### src/rtl/mul_pkg.sv
// Shared constants and types for the sequential shift-add multiplier.
// The optional done pulse output is controlled by the MUL_DONE_PULSE_EN macro (see mul.sv).
package mul_pkg;

    localparam int DEFAULT_WIDTH = 8;

    typedef enum logic {
        IDLE = 1'b0,
        WORK = 1'b1
    } state_t;

    // The counter must be able to reach WIDTH itself, hence the extra bit.
    function automatic int cnt_width(input int width);
        return $clog2(width) + 1;
    endfunction

    localparam int DEFAULT_CNT_W = cnt_width(DEFAULT_WIDTH);

endpackage

### src/rtl/mul_ctrl.sv
// Control FSM and bit counter for the shift-add multiplier: sequences IDLE/WORK
// and tells the datapath when to load operands, accumulate and commit the result.
module mul_ctrl
    import mul_pkg::*;
#(
    parameter int WIDTH = DEFAULT_WIDTH,
    parameter int CW    = cnt_width(WIDTH)
) (
    input  logic          clk_i,
    input  logic          rst_i,
    input  logic          start_i,
    output logic          busy,
    output logic          load,
    output logic          step,
    output logic          finish,
    output logic [CW-1:0] cnt
);

    localparam logic [CW-1:0] LAST_CNT = CW'(WIDTH - 1);

    state_t        state_reg;
    state_t        state_next;
    logic [CW-1:0] cnt_reg;
    logic [CW-1:0] cnt_next;

    always_ff @(posedge clk_i or negedge rst_i) begin
        if (!rst_i) begin
            state_reg <= IDLE;
            cnt_reg   <= '0;
        end else begin
            state_reg <= state_next;
            cnt_reg   <= cnt_next;
        end
    end

    always_comb begin
        state_next = state_reg;
        cnt_next   = cnt_reg;
        load       = 1'b0;
        step       = 1'b0;
        finish     = 1'b0;
        case (state_reg)
            IDLE: begin
                if (start_i) begin
                    state_next = WORK;
                    cnt_next   = '0;
                    load       = 1'b1;
                end
            end
            WORK: begin
                step     = 1'b1;
                cnt_next = cnt_reg + CW'(1);
                if (cnt_reg == LAST_CNT) begin
                    finish     = 1'b1;
                    state_next = IDLE;
                end
            end
            default: begin
                state_next = IDLE;
            end
        endcase
    end

    assign busy = (state_reg == WORK);
    assign cnt  = cnt_reg;

endmodule

### src/rtl/mul.sv
// Sequential unsigned shift-add multiplier, one multiplier bit per clock.
// Define MUL_DONE_PULSE_EN to add a one-cycle done_o pulse after each completion.
module mul
    import mul_pkg::*;
#(
    parameter int WIDTH = DEFAULT_WIDTH
) (
    input  logic               clk_i,
    input  logic               rst_i,
    input  logic [WIDTH-1:0]   a_bi,
    input  logic [WIDTH-1:0]   b_bi,
    input  logic               start_i,
    output logic               busy_o,
`ifdef MUL_DONE_PULSE_EN
    output logic               done_o,
`endif
    output logic [2*WIDTH-1:0] y_bo
);

    localparam int CW = cnt_width(WIDTH);
    localparam int IW = (WIDTH > 1) ? $clog2(WIDTH) : 1;

    logic          busy;
    logic          load;
    logic          step;
    logic          finish;
    logic [CW-1:0] cnt;

    mul_ctrl #(
        .WIDTH (WIDTH),
        .CW    (CW)
    ) u_ctrl (
        .clk_i   (clk_i),
        .rst_i   (rst_i),
        .start_i (start_i),
        .busy    (busy),
        .load    (load),
        .step    (step),
        .finish  (finish),
        .cnt     (cnt)
    );

    logic [WIDTH-1:0]   a_reg;
    logic [WIDTH-1:0]   b_reg;
    logic [2*WIDTH-1:0] sum_reg;
    logic [2*WIDTH-1:0] y_reg;
    logic [2*WIDTH-1:0] addend;
    logic [2*WIDTH-1:0] sum_next;
    logic [IW-1:0]      bit_idx;

    // The counter never exceeds WIDTH-1 while stepping, so its low bits index b.
    assign bit_idx  = cnt[IW-1:0];
    assign addend   = b_reg[bit_idx] ? ({{WIDTH{1'b0}}, a_reg} << cnt) : '0;
    assign sum_next = sum_reg + addend;

    always_ff @(posedge clk_i or negedge rst_i) begin
        if (!rst_i) begin
            a_reg   <= '0;
            b_reg   <= '0;
            sum_reg <= '0;
            y_reg   <= '0;
        end else begin
            if (load) begin
                a_reg   <= a_bi;
                b_reg   <= b_bi;
                sum_reg <= '0;
            end else if (step) begin
                sum_reg <= sum_next;
            end
            if (finish) begin
                y_reg <= sum_next;
            end
        end
    end

`ifdef MUL_DONE_PULSE_EN
    logic done_reg;

    always_ff @(posedge clk_i or negedge rst_i) begin
        if (!rst_i) begin
            done_reg <= 1'b0;
        end else begin
            done_reg <= finish;
        end
    end

    assign done_o = done_reg;
`endif

    assign busy_o = busy;
    assign y_bo   = y_reg;

endmodule

### config.mk
export PLATFORM = sky130hd
export DESIGN_NAME = mul
export DESIGN_NICKNAME = d
export VERILOG_FILES = /design/src/rtl/mul_pkg.sv /design/src/rtl/mul_ctrl.sv /design/src/rtl/mul.sv
export SDC_FILE = /design/constraint.sdc
export NUM_CORES = 1
export LEC_CHECK = 0
export BUFFER_PORTS_ARGS = -buffer_cell sky130_fd_sc_hd__buf_2
export CAP_MARGIN = 10
export CORE_UTILIZATION = 59
export CTS_CLUSTER_DIAMETER = 60
export DETAILED_ROUTE_END_ITERATION = 6
export GPL_TIMING_DRIVEN = 0
export PLACE_DENSITY_LB_ADDON = 0.2
export SYNTH_ARGS = -nofsm -noshare
export SYNTH_HDL_FRONTEND = slang
export SYNTH_SLANG_ARGS = --single-unit
export TNS_END_PERCENT = 30
### constraint.sdc
create_clock -name clk_i -period 4.5 [get_ports clk_i]
set_input_delay 0.45 -clock clk_i [delete_from_list [all_inputs] [get_ports clk_i]]
set_output_delay 0.45 -clock clk_i [all_outputs]
set_load 0.005 [all_outputs]
==> results.md, run 1 <==
- Outcome: complete, no violations
- Vias per cell: 5.78
- Most Used Layer, Global Route: met2
- Final Setup Violations: 0
- Post-Synth Adder-Cell Area: 6.96%
- CP most frequent cell: o21ai_1
- Hold Path Class: in -> async
- Drt first-iter violations: 91
- Mux contribution to synthesized area: 13.8%
- Seq pwr share: 29.5%
- Critical-path top delay cell: dfrtp_1
- M2 GR Usage: 43.4%
- Final hold viol count: 0
- DRT antenna net count: 0
- Setup bufs post-CTS: 0
- Max clock buf depth: 2
- Die Span X: 75.2 um
- Buf+Inv Stages, Crit Path: 3
- Max-Cap Viols: 0
- Power Density: 828 nW/um^2
- Synth warn: 0
- Global Route Usage Sum: 26.8%
- Unrepaired setup endpoints after global routing: no
- Reg2reg path depth: 16
- IO Pins: 36
- Final #Nets: 405
- CTS tree: built
- Post-DP HPWL: 5120 um
- Synth Area in XOR/XNOR: 3.88%
- Leak: 1.65 nW
- Crit-path leading delay family: compound AO/OA/AOI/OAI gates
- Crit share post-route: 84.6%
- Worst-path clk slew: 0.10 ns
- Drc violations: 0
- Crit start category: register
- CTS root buf: clkbuf_8
- Met3 track demand over resource: 5.09%
- Average size of a mapped cell: 9.71 um^2
- Routability Congestion: 0.867
- Routed len/inst: 15.6 um
- Comb power frac: 60.5%
- Synthesized Nets: 362
- Core area: 5140 um^2
- VDD IR-drop max: 0.398 mV
- Area growth, synth to finish: 12.1%
- Drt first pass iters: 4
- Final instance area: 3550 um^2
- Worst slew margin: 58.3%
- Die area: 5660 um^2
- Setup crit end kind: register
- Met1 Usage GRT: 35.6%
- Global route overflow: 0
- Ys flop type: dfrtp_1
- Compound-cell area share of the yosys netlist: 17.5%
- Sw Pwr: 1.31 mW
- Post_cts resized: 0
- Vias: 2541
- Initial antenna violation count: 0
- Clock power frac: 10.0%
- Die Ht: 75.2 um
- Cell-internal power: 1.63 mW
- H-tree levels: 2
- Fmax: 263 MHz
- Dpl cell area: 3430 um^2
- Post-synth EDFFs: 0
- Largest net degree at the start of global routing: 54
- Gate Count Post-Synth: 326
- Critical path type: reg -> reg
- ANT cells: 0
- Sequential share of the synthesized area: 41.9%
- Max Slew Vio Count: 0
- Post-synthesis cell type count: 47
- Layout cells sized above 1: 20.0%
- Post-synthesis simple-gate area fraction: 12.8%
- Synth Register Bits: 53
- Row cnt: 26
- First-pass GRT wire length: 11300 um
- Async SR Flop Fraction: 100%
- Final Skew: 0.0127 ns
- Sw Ratio: 44.7%
- Synth Cell Area: 3160 um^2
- CTS Hold Bufs: 0
- Initial Utilization: 61.6%
- Post-Route WL: 6880 um
- Vias in the first global route: 2418
- # clock sinks: 53
- Setup_tns: 0 ns
- Worst skew pair latency: 0.31 ns
- CP arrival: 3.97 ns
- # port buffers: 35
- Worst path cell trace: buf_6, mux4_2, mux2i_4, or2_1, clkbuf_1, nor3_1, ha_1, inv_1, fa_1, nor2b_1, o21a_1, o21ai_1, a21oi_1, o211ai_1, xor2_1, o21ai_1
- Worst-path fanout max: 10
- Worst-margin pin slew: 0.626 ns
- Post-layout min period: 3.81 ns
- CTS buffer count: 5
- Crit. path cell count: 16
- CP required: 4.67 ns
- Slowest stage delay, CP: 0.41 ns
- Largest family of logic cells by synthesized area: compound AO/OA/AOI/OAI gates
[layer usage]
metal	wire length [um]	vias to the layer above
li1	-	1247
met1	3180	1224
met2	3300	57
met3	265	13
met4	136	0
met5	0	-
[cell usage in the layout, fill, tap and decap left out, types with 3 or more instances in the layout]
master and n:
nand2_1 39, nor3_1 5, a21oi_1 13, o22ai_1 5, o21a_1 5, o21ai_0 14, inv_1 8, clkbuf_1 11
clkbuf_8 7, nor2b_1 6, dfrtp_1 53, nand3_1 5, o21ai_1 27, xnor2_1 4, nand2b_1 3, mux4_2 4
xor2_1 10, mux2i_1 12, nor2_1 21, ha_1 16, a211oi_1 5, mux2_2 17, buf_2 36, a21o_1 6
a31oi_1 8
[cells by family (layout without fill, tap and decap cells)]
kind of cell | count (synthesis) | after routing
adders and majority gates | 17 | 17
muxes | 35 | 35
DFF | 53 | 53
xor gates and xnor gates | 14 | 14
and+or+nand+nor | 89 | 89
buffers and inverters | 25 | 69
AOI/OAI and AO/OA | 93 | 93
[cell type report]
type / count / area (um^2)
clock inverter: 1 / 5.00
clock buffer: 7 / 96.3
sequential: 53 / 1330
fill: 451 / 1590
buffer: 15 / 65.1
multi-input combinational: 248 / 1740
timing repair buffer: 36 / 195
tap: 70 / 87.6
inverter: 10 / 37.5
[worst reg2reg max path: cells and delay by family (launching register included)]
kind                     cells  cell delay [ns]
multiplexers                 2             0.46
XOR/XNOR                     1             0.25
flip-flops                   1             0.41
buffers and inverters        3             0.41
adder cells (fa/ha/maj)      2             0.63
AND/OR/NAND/NOR              3             0.61
AO/OA/AOI/OAI                5             0.90
[power groups by stage]
| stage | clock network [mW] | logic (mW) | registers (mW) |
|---|---|---|---|
| global route | 0.314 | 1.99 | 0.902 |
| finish | 0.295 | 1.78 | 0.868 |
| global placement | 0 | 1.70 | 0.864 |
| CTS | 0.300 | 1.77 | 0.868 |
| floorplan | 0 | 1.38 | 0.839 |
| detailed placement | 0 | 1.76 | 0.876 |
[per-stage QoR]
stage	instances	setup WS (ns)	total power, mW	util (%)	hold slack (ns)
floorplan	326	1.21	2.21	-	0.154
global placement	431	0.896	2.56	66.7	0.462
detailed placement	431	0.798	2.63	66.7	0.470
CTS	439	0.720	2.94	68.6	0.359
global route	440	0.412	3.20	69.0	0.135
finish	440	0.694	2.94	69.0	0.0937
[synthesized netlist by cell type (3+ instances only)]
cell / number / area [um^2]
nor3_1: 5 / 25.0
o21a_1: 5 / 37.5
ha_1: 16 / 200
clkbuf_1: 11 / 41.3
a21oi_1: 13 / 65.1
mux4_2: 4 / 90.1
nand2b_1: 3 / 18.8
xor2_1: 10 / 87.6
o21ai_1: 27 / 135
mux2_2: 17 / 191
o22ai_1: 5 / 31.3
xnor2_1: 4 / 35.0
nand3_1: 5 / 25.0
mux2i_1: 12 / 120
o21ai_0: 14 / 70.1
a31oi_1: 8 / 50.1
a21o_1: 6 / 45.0
dfrtp_1: 53 / 1330
inv_1: 8 / 30.0
a211oi_1: 5 / 37.5
nor2b_1: 6 / 37.5
nor2_1: 21 / 78.8
nand2_1: 39 / 146
[path summary, 6_finish.rpt]
path	slack [ns]	to	startpoint
worst max-delay path	0.69	y_bo[14]$_DFFE_PN0P_	u_ctrl.cnt[1]$_DFFE_PN0P_
worst min-delay path	0.09	y_bo[6]$_DFFE_PN0P_	rst_i
worst max register to register	0.69	y_bo[14]$_DFFE_PN0P_	u_ctrl.cnt[1]$_DFFE_PN0P_
worst min register to register	0.48	y_bo[12]$_DFFE_PN0P_	y_bo[12]$_DFFE_PN0P_
max in group asynchronous	3.86	b_reg[6]$_DFFE_PN0P_	rst_i
min in group clk_i	0.37	a_reg[7]$_DFFE_PN0P_	a_bi[7]
Note: power is estimated with default switching activity, not from simulation.
==> inputs of run 2 (changes only) <==
- ABC_AREA: unset -> 1
- CORE_UTILIZATION: 59 -> 53
- clock period: 4.5 -> 3.4 ns (I/O delays scaled with it)
==> run 2 against run 1 <==
The flow now finishes with violations (hold timing); global-route usage is 1.6 points lower; total power is 39% higher; worst setup slack worse by 0.34 ns; critical path depth is 6 higher; core utilization is 6.7 points lower; hold slack worse by 0.11 ns; highest routed layer unchanged; die area is 19% higher.
==> results.md, run 2 <==
- Outcome: finished with violations
- Failing checks: hold timing
- Layout cells sized above 1: 21.7% (+1.7 points)
- Worst-path fanout max: 10 (unchanged)
- Dpl cell area: 3660 um^2 (+6.9%)
- Fmax: 329 MHz (+25%)
- Place WS: 0.300 ns (-0.498 ns)
- Setup bufs post-CTS: 0 (unchanged)
- CTS tree: built
- CP required: 3.60 ns (-1.07 ns)
- CTS Hold Bufs: 0 (unchanged)
- Critical path type: reg -> reg
- Buf+Inv Stages, Crit Path: 6 (+3)
- Critical-path top delay cell: dfrtp_1
- IO Pins: 36 (unchanged)
- Largest area contributor in the netlist: dfrtp_1
- Synth Cell Area: 3390 um^2 (+7.3%)
- ANT cells: 0 (unchanged)
- Commonest non-fill, non-tap cells in the layout: nand2_1 (129), dfrtp_1 (53), buf_2 (39)
- Unrepaired setup endpoints after global routing: no
- Synth warn: 0 (unchanged)
- Die Span X: 82.0 um (+9.0%)
- Row cnt: 28 (+7.7%)
- H-tree levels: 2 (unchanged)
- CTS buffer count: 5 (unchanged)
- Clock power frac: 8.6% (-1.4 points)
- Gate Count Post-Synth: 426 (+31%)
- Hold Path Class: in -> async
- Worst path cell trace: buf_6, inv_4, buf_12, nand2_2, nand3_1, nand3_2, nand2_4, inv_2, nor2_4, inv_4, nor2_1, ha_1, inv_1, fa_2, o21ai_4, nand2_1, nand2_1, nand4_1, nand2_1, nand2_1, nand3_1, nand2_1
- Post-layout min period: 3.04 ns (-0.764 ns)
- Initial Utilization: 56.0% (-5.6 points)
- Top-area cell type share of the netlist area: 39.1% (-2.8 points)
- Routability Congestion: 0.911 (+5.1%)
- Max Slew Vio Count: 0 (unchanged)
- Average size of a mapped cell: 7.97 um^2 (-18%)
- WHS: -0.0151 ns (-0.109 ns)
- Vias: 2888 (+14%)
- Global Route Usage Sum: 25.3% (-1.6 points)
- Max clock buf depth: 2 (unchanged)
- Post-DP HPWL: 5860 um (+14%)
- Core area: 6060 um^2 (+18%)
- Power Density: 1080 nW/um^2 (+31%)
- Comb power frac: 63.6% (+3.1 points)
- Final Skew: 0.00767 ns (-0.00505 ns)
- Crit start category: register
- Post-synth EDFFs: 0 (unchanged)
- Largest net degree at the start of global routing: 54 (unchanged)
- Final Setup Violations: 0 (unchanged)
- Cell-internal power: 2.08 mW (+28%)
- Sequential share of the synthesized area: 39.1% (-2.8 points)
- Synthesized Nets: 462 (+28%)
- Leak: 1.92 nW (+17%)
- Vias in the first global route: 2645 (+9.4%)
- Worst slew margin: 60.9% (+2.6 points)
- Sw Pwr: 2.02 mW (+54%)
- Max-Cap Viols: 0 (unchanged)
- PnR worst setup slack: 0.358 ns (-0.336 ns)
- Fin cells: 545 (+24%)
- Commonest non-fill, non-tap cell in the layout: nand2_1
- # port buffers: 35 (unchanged)
- Reg2reg setup slack: 0.36 ns (-0.34 ns)
- Worst-margin pin slew: 0.586 ns (-0.0396 ns)
- Synth area leaders: dfrtp_1 (39%), nand2_1 (14%), ha_1 (5.9%), mux2_2 (5.3%), o21ai_0 (5.2%)
- Setup_tns: 0 ns (unchanged)
- Final instance area: 3780 um^2 (+6.5%)
- List of most frequent post-synthesis cells: nand2_1 (129), dfrtp_1 (53), o21ai_0 (35)
- Die Ht: 82.0 um (+9.0%)
- Crit share post-route: 89.5% (+4.9 points)
- First-pass GRT wire length: 12800 um (+14%)
- Placed insts: 536 (+24%)
- Async SR Flop Fraction: 100% (unchanged)
- CP arrival: 3.24 ns (-0.73 ns)
- Slowest stage delay, CP: 0.40 ns (about the same)
- Ys flop type: dfrtp_1
- Final #Nets: 505 (+25%)
- Drt first pass iters: 4 (unchanged)
- Post-Route WL: 7590 um (+10%)
- # clock sinks: 53 (unchanged)
- Crit-path leading delay family: simple AND/OR/NAND/NOR gates
- Post-synthesis cell type count: 39 (-17%)
- Seq pwr share: 27.8% (-1.7 points)
- Final hold viol count: 21 (+21)
- Drt first-iter violations: 138 (+52%)
- Worst skew pair latency: 0.31 ns (about the same)
- Synth Register Bits: 53 (unchanged)
- Layout Utilization: 62.4% (-6.7 points)
- Sw Ratio: 49.2% (+4.6 points)
- Routed len/inst: 13.9 um (-11%)
- Most common cell in the netlist: nand2_1
- CP most frequent cell: nand2_1
- Drc violations: 0 (unchanged)
- Area growth, synth to finish: 11.4%
- Die area: 6730 um^2 (+19%)
- VDD IR-drop max: 0.567 mV (+43%)
- Setup crit end kind: register
- Vias per cell: 5.30 (-8.2%)
- Worst-path clk slew: 0.10 ns (about the same)
- DRT antenna net count: 0 (unchanged)
- Global route overflow: 0 (unchanged)
- Initial antenna violation count: 0 (unchanged)
- CTS root buf: clkbuf_8
run 2: changes by cell type after synthesis, moves of 7 or more:
cell / change
mux2i_1: -11
nand2_2: +7
xor2_1: -10
nand3_2: +9
inv_1: +22
o21ai_1: -27
nand3_1: +28
nand2_1: +90
clkbuf_1: -8
o21ai_0: +21
run 2: final timing paths:
path | start | to | cells past startpoint
setup / recovery | u_ctrl.cnt[0]$_DFFE_PN0P_ | y_bo[14]$_DFFE_PN0P_ | 22
hold / removal | rst_i | b_reg[2]$_DFFE_PN0P_ | 1
setup reg to reg | u_ctrl.cnt[0]$_DFFE_PN0P_ | y_bo[14]$_DFFE_PN0P_ | 22
hold reg to reg | y_bo[14]$_DFFE_PN0P_ | y_bo[14]$_DFFE_PN0P_ | 2
max in group asynchronous | rst_i | y_bo[10]$_DFFE_PN0P_ | 2
min in group clk_i | b_bi[1] | b_reg[1]$_DFFE_PN0P_ | 2
run 2: metrics by stage:
step	total power, mW	hold WS [ns]
2_1_floorplan	3.11	0.0444
3_3_place_gp	3.67	0.457
3_5_place_dp	3.73	0.460
4_1_cts	4.09	0.252
5_1_grt	4.52	0.0271
6_report	4.10	-0.0151
run 2: logic make-up (layout without fill, tap and decap cells):
logic type / after synthesis / after routing / synth area share [%]
compound gates: 64 / 64 / 10.5
xor+xnor: 6 / 6 / 1.55
mux: 17 / 17 / 5.60
flops: 53 / 53 / 39.1
buf+inv: 49 / 93 / 6.97
fa+ha+maj: 17 / 17 / 6.49
simple gates: 220 / 220 / 29.8
run 2: repair_timing:
action,4_1_cts,5_1_grt
gates resized for setup,0,2
hold endpoints to repair,0,0
setup endpoints to repair,0,4
run 2: routing by layer:
layer | GRT usage [%] | part of all wire (%) | vias up
met4 | 6.49 | 1.7 | 0
met3 | 3.00 | 4.2 | 11
met1 | 37.7 | 51 | 1322
met5 | 0 | 0 | -
li1 | - | - | 1490
met2 | 38.4 | 43 | 65
run 2: cell type report:
type,count,area [um^2]
inverter,36,140
clock buffer,5,68.8
tap,75,93.8
clock inverter,3,17.5
buffer,13,96.3
fill,553,2280
sequential,53,1330
multi-input combinational,324,1840
timing repair buffer,36,195
run 2: power by group through the flow:
stage,Combinational [mW],Sequential (mW),Clock [mW]
6_report,2.60,1.14,0.353
5_1_grt,2.96,1.18,0.384
4_1_cts,2.59,1.14,0.362
3_5_place_dp,2.58,1.15,0
3_3_place_gp,2.54,1.14,0
2_1_floorplan,2.00,1.11,0
